`src/rtl/rr_mux_arbiter.sv`:
```
// rtl/rr_mux_arbiter.sv - round-robin burst-locked N:1 stream mux with registered output
module rr_mux_arbiter #(
    parameter int LOG2_N = 2,
    parameter int WIDTH  = 8
) (
    input  logic                              clk,
    input  logic                              reset,
    input  logic [(1<<LOG2_N)-1:0]            s_valid,
    input  logic [(1<<LOG2_N)*WIDTH-1:0]      s_data,
    input  logic [(1<<LOG2_N)-1:0]            s_last,
    output logic [(1<<LOG2_N)-1:0]            s_ready,
    output logic                              m_valid,
    output logic [WIDTH-1:0]                  m_data,
    output logic                              m_last,
    output logic [LOG2_N-1:0]                 m_src,
    input  logic                              m_ready
);
    localparam int N = 1 << LOG2_N;

    typedef enum logic {
        IDLE = 1'b0,
        BUSY = 1'b1
    } state_t;

    state_t              state_q, state_d;
    logic [LOG2_N-1:0]   ptr_q, ptr_d;
    logic [LOG2_N-1:0]   g_q, g_d;
    logic                m_valid_q, m_valid_d;
    logic [WIDTH-1:0]    m_data_q, m_data_d;
    logic                m_last_q, m_last_d;
    logic [LOG2_N-1:0]   m_src_q, m_src_d;

    logic [N-1:0]        s_ready_c;
    logic                found;
    logic [LOG2_N-1:0]   pick;
    logic [LOG2_N-1:0]   idx;
    logic                xfer;

    // Cyclic scan from ptr, grant/accept logic and output-register next state
    always_comb begin
        state_d   = state_q;
        ptr_d     = ptr_q;
        g_d       = g_q;
        m_valid_d = m_valid_q;
        m_data_d  = m_data_q;
        m_last_d  = m_last_q;
        m_src_d   = m_src_q;
        s_ready_c = '0;
        found     = 1'b0;
        pick      = '0;
        idx       = '0;
        xfer      = 1'b0;

        // Index arithmetic wraps naturally at N because idx is LOG2_N bits wide
        for (int k = 0; k < N; k++) begin
            idx = ptr_q + LOG2_N'(k);
            if (!found && s_valid[idx]) begin
                found = 1'b1;
                pick  = idx;
            end
        end

        case (state_q)
            IDLE: begin
                if (found) begin
                    state_d = BUSY;
                    g_d     = pick;
                end
            end
            BUSY: begin
                s_ready_c[g_q] = !m_valid_q || m_ready;
            end
            default: begin
                state_d = IDLE;
            end
        endcase

        // No source may be accepted while reset is asserted
        if (reset) begin
            s_ready_c = '0;
        end

        xfer = s_valid[g_q] && s_ready_c[g_q];

        if (xfer) begin
            m_valid_d = 1'b1;
            m_data_d  = s_data[int'(g_q)*WIDTH +: WIDTH];
            m_last_d  = s_last[g_q];
            m_src_d   = g_q;
            if (s_last[g_q]) begin
                ptr_d   = g_q + LOG2_N'(1);
                state_d = IDLE;
            end
        end else if (m_ready) begin
            m_valid_d = 1'b0;
        end
    end

    // State, pointer, grant and output register
    always_ff @(posedge clk) begin
        if (reset) begin
            state_q   <= IDLE;
            ptr_q     <= '0;
            g_q       <= '0;
            m_valid_q <= 1'b0;
            m_data_q  <= '0;
            m_last_q  <= 1'b0;
            m_src_q   <= '0;
        end else begin
            state_q   <= state_d;
            ptr_q     <= ptr_d;
            g_q       <= g_d;
            m_valid_q <= m_valid_d;
            m_data_q  <= m_data_d;
            m_last_q  <= m_last_d;
            m_src_q   <= m_src_d;
        end
    end

    assign s_ready = s_ready_c;
    assign m_valid = m_valid_q;
    assign m_data  = m_data_q;
    assign m_last  = m_last_q;
    assign m_src   = m_src_q;

endmodule

```
`config.mk`:
```
export PLATFORM = sky130hd
export DESIGN_NAME = rr_mux_arbiter
export DESIGN_NICKNAME = d
export VERILOG_FILES = /design/src/rtl/rr_mux_arbiter.sv
export SDC_FILE = /design/constraint.sdc
export NUM_CORES = 1
export LEC_CHECK = 0
export ABC_AREA = 0
export CAP_MARGIN = 20
export CORE_MARGIN = 3
export CORE_UTILIZATION = 43
export DETAILED_ROUTE_END_ITERATION = 8
export MAX_ROUTING_LAYER = met4
export PLACE_DENSITY = 0.95
export SYNTH_ARGS = -nofsm -noshare
export SYNTH_HDL_FRONTEND = slang
export SYNTH_SLANG_ARGS = --single-unit
```
`constraint.sdc`:
```
create_clock -name clk -period 4.4 [get_ports clk]
set_clock_uncertainty 0.1 [all_clocks]
set_input_delay 0.88 -clock clk [delete_from_list [all_inputs] [get_ports clk]]
set_output_delay 0.88 -clock clk [all_outputs]
set_load 0.02 [all_outputs]
```
==> results.cfg <==
[power_and_ir_drop]
p_leak_nw = 0.613
p_per_area_nw_per_um2 = 211
peakVddDrop_mv = 0.209

[logic_synthesis]
synth-compound-area-share_pct = 17.2
synth_top_family_by_area = multiplexers
synth_enable_flop_cells = 0
synth-adder-area-share_pct = 4.29
synthFlopType = dfxtp_1
synth-seq-area-share_pct = 29.2
synth_area_per_cell_um2 = 9.33
ys_ff_latch = 17
synth_area_um2 = 1170
syn_nets = 172
synth-async-reset-ratio_pct = 0
yosys_warnings = 0
synthCells = 125
synthXorXnorAreaFrac_pct = 0
yosysUniqueCellTypes = 33
synth-simple-area-share_pct = 20.6
muxShareOfSynthArea_pct = 23.9

[clocking]
cts_resized = 0
clock_latency_ns = 0.30
cts_made_buffers = 3
cts_tree = yes
cts_buffer_depth = 2
clkSlewWorstSetupHoldPaths_ns = 0.10
postCtsSetupRepairBufs = 0
root_buffer = clkbuf_4
clkSinkCount = 17
cts_hold_buf = 0
htreeDepth = 1

[sta]
fin_crit_sh_pct = 80.4
setup_tns_ns = 0
rsz0062_at_grt = false
slew_violations = 0
slew_headroom_pct = 47.3
layout_setup_ws_ns = 0.860
setup_violations = 0
post-route-min-period_ns = 3.54
fmax_mhz = 283
hold-worst-slack_ns = 0.384
worst_pin_slew_ns = 0.789
hold_viol = 0

[cells_and_area]
area_growth_pct = 53.1
fin_nets = 229
utilization_pct = 70.8
antenna_cells = 0
final_common_cell = clkdlybuf4s50_1
mostFrequentLayoutCells = clkdlybuf4s50_1 (58), a21oi_1 (17), dfxtp_1 (17), o21ai_0 (13), nand3_1 (12)
drive_above_1_share_pct = 12.7
nFillCells = 194

[min_path]
hold_class = flop to flop
whs_endpoint = m_data[5]
min_path_cells = 2
min_from = m_data[5]

[job]
cap_violations = 0

[detailed_routing]
drtPass1Iterations = 5
vias_per_cell = 5.97
via_count = 1259
drt-total-wl_um = 3600
drc = 0
wl_per_cell_um = 17.0
antenna_left = 0
drt_iter0_markers = 77

[die]
dieArea_um2 = 3370
io_pins = 59
core_area_um2 = 2520
row_count = 18
die_y_um = 58.1
start_util_pct = 46.2
die_w_um = 58.1

[setup_path]
end_kind = primary output
reg2reg_from = g_q[0]
path_class = input pin to primary output
startpoint_type = input pin
path_max_fanout = 17
critical_path_required_ns = 3.42
ff2ff_path_depth = 6
critPathArrivalTime_ns = 2.56
timing.rr.end = ptr_q[1]
rrSetupSlack_ns = 1.35

[place]
placement.io_buffers = 58
gp_congestion = 0.973
hpwl_um = 2880
dp_worst_setup_slack_ns = 0.866

[grt]
grt_pass1_vias = 1297
antenna_found_initial = 0
grt_pass1_wl_um = 6030
gr-total-overflow = 0
grt_use_total_pct = 23.7
grt_max_degree = 20

[outcome]
status = finished clean
==> how the worst max path moves through the flow <==
stage                  from    endpoint  slack (ns)  depth (start not counted)
finish              m_ready  s_ready[2]        0.86                          6
CTS                 m_ready  s_ready[2]        0.85                          6
floorplan             reset  s_ready[0]        1.52                          4
global route         g_q[0]  s_ready[2]        0.74                          4
global placement    m_ready  s_ready[2]        0.96                          6
detailed placement  m_ready  s_ready[2]        0.87                          6
==> state kept, by name, summed over array words and instances, names as in the netlist <==
| name | cells |
|---|---|
| g_q | 2 |
| m_data | 8 |
| m_last | 1 |
| m_src | 2 |
| m_valid | 1 |
| ptr_q | 2 |
| state_q | 1 |
==> cells in the mapped netlist (all sizes together), types with 2 or more instances <==
master / n / area [um^2]
nand3: 12 / 60.1
buf: 3 / 21.3
a21oi: 17 / 85.1
ha: 4 / 50.1
o21ai: 13 / 65.1
nand2: 7 / 26.3
nor2b: 2 / 12.5
inv: 4 / 15.0
and2: 8 / 50.1
mux4: 11 / 248
clkbuf: 5 / 20.0
nor2: 4 / 15.0
dfxtp: 17 / 340
mux2i: 2 / 20.0
==> per-layer routing <==
layer	track usage (%)	up-vias	wire, um
li1	-	578	-
met1	27.5	600	1310
met2	41.6	70	1960
met3	4.01	11	236
met4	7.28	0	89
met5	-	-	0
==> metrics by stage <==
step                      power (W)  cells  area, um^2
after global routing       0.000395    211        1790
after global placement     0.000287    207        1760
after floorplan            0.000232    125        1170
after CTS                  0.000377    211        1790
final                      0.000377    211        1790
after detailed placement   0.000294    207        1760
==> report_power, final <==
part           switching [W]  internal (W)  leakage, nW
registers         0.00000996      0.000160        0.138
logic              0.0000499     0.0000716        0.457
clock network      0.0000517     0.0000339       0.0177
==> final cells by class <==
| type | instances | area (um^2) | share of cell area, % |
|---|---|---|---|
| Inverter | 4 | 15.0 | 0.841 |
| Sequential cell | 17 | 340 | 19.1 |
| Timing Repair Buffer | 60 | 596 | 33.4 |
| Clock buffer | 3 | 22.5 | 1.26 |
| Tap cell | 30 | 37.5 | 2.10 |
| Multi-Input combinational cell | 96 | 769 | 43.1 |
| Clock inverter | 1 | 5.00 | 0.280 |
==> critical path, cell delays in order <==
cell and delay (ns):
clkdlybuf4s50_1 0.46, nor2b_1 0.08, nor3_2 0.15, buf_4 0.24
and2_1 0.15, clkdlybuf4s50_1 0.60
==> logic make-up (layout without fill, tap and decap cells) <==
family / Yosys count / count (layout)
and+or+nand+nor: 43 / 43
AOI/OAI and AO/OA: 35 / 35
DFF: 17 / 17
muxes: 14 / 14
buffers and inverters: 12 / 68
adders and majority gates: 4 / 4
(Power assumes the default switching activity.)
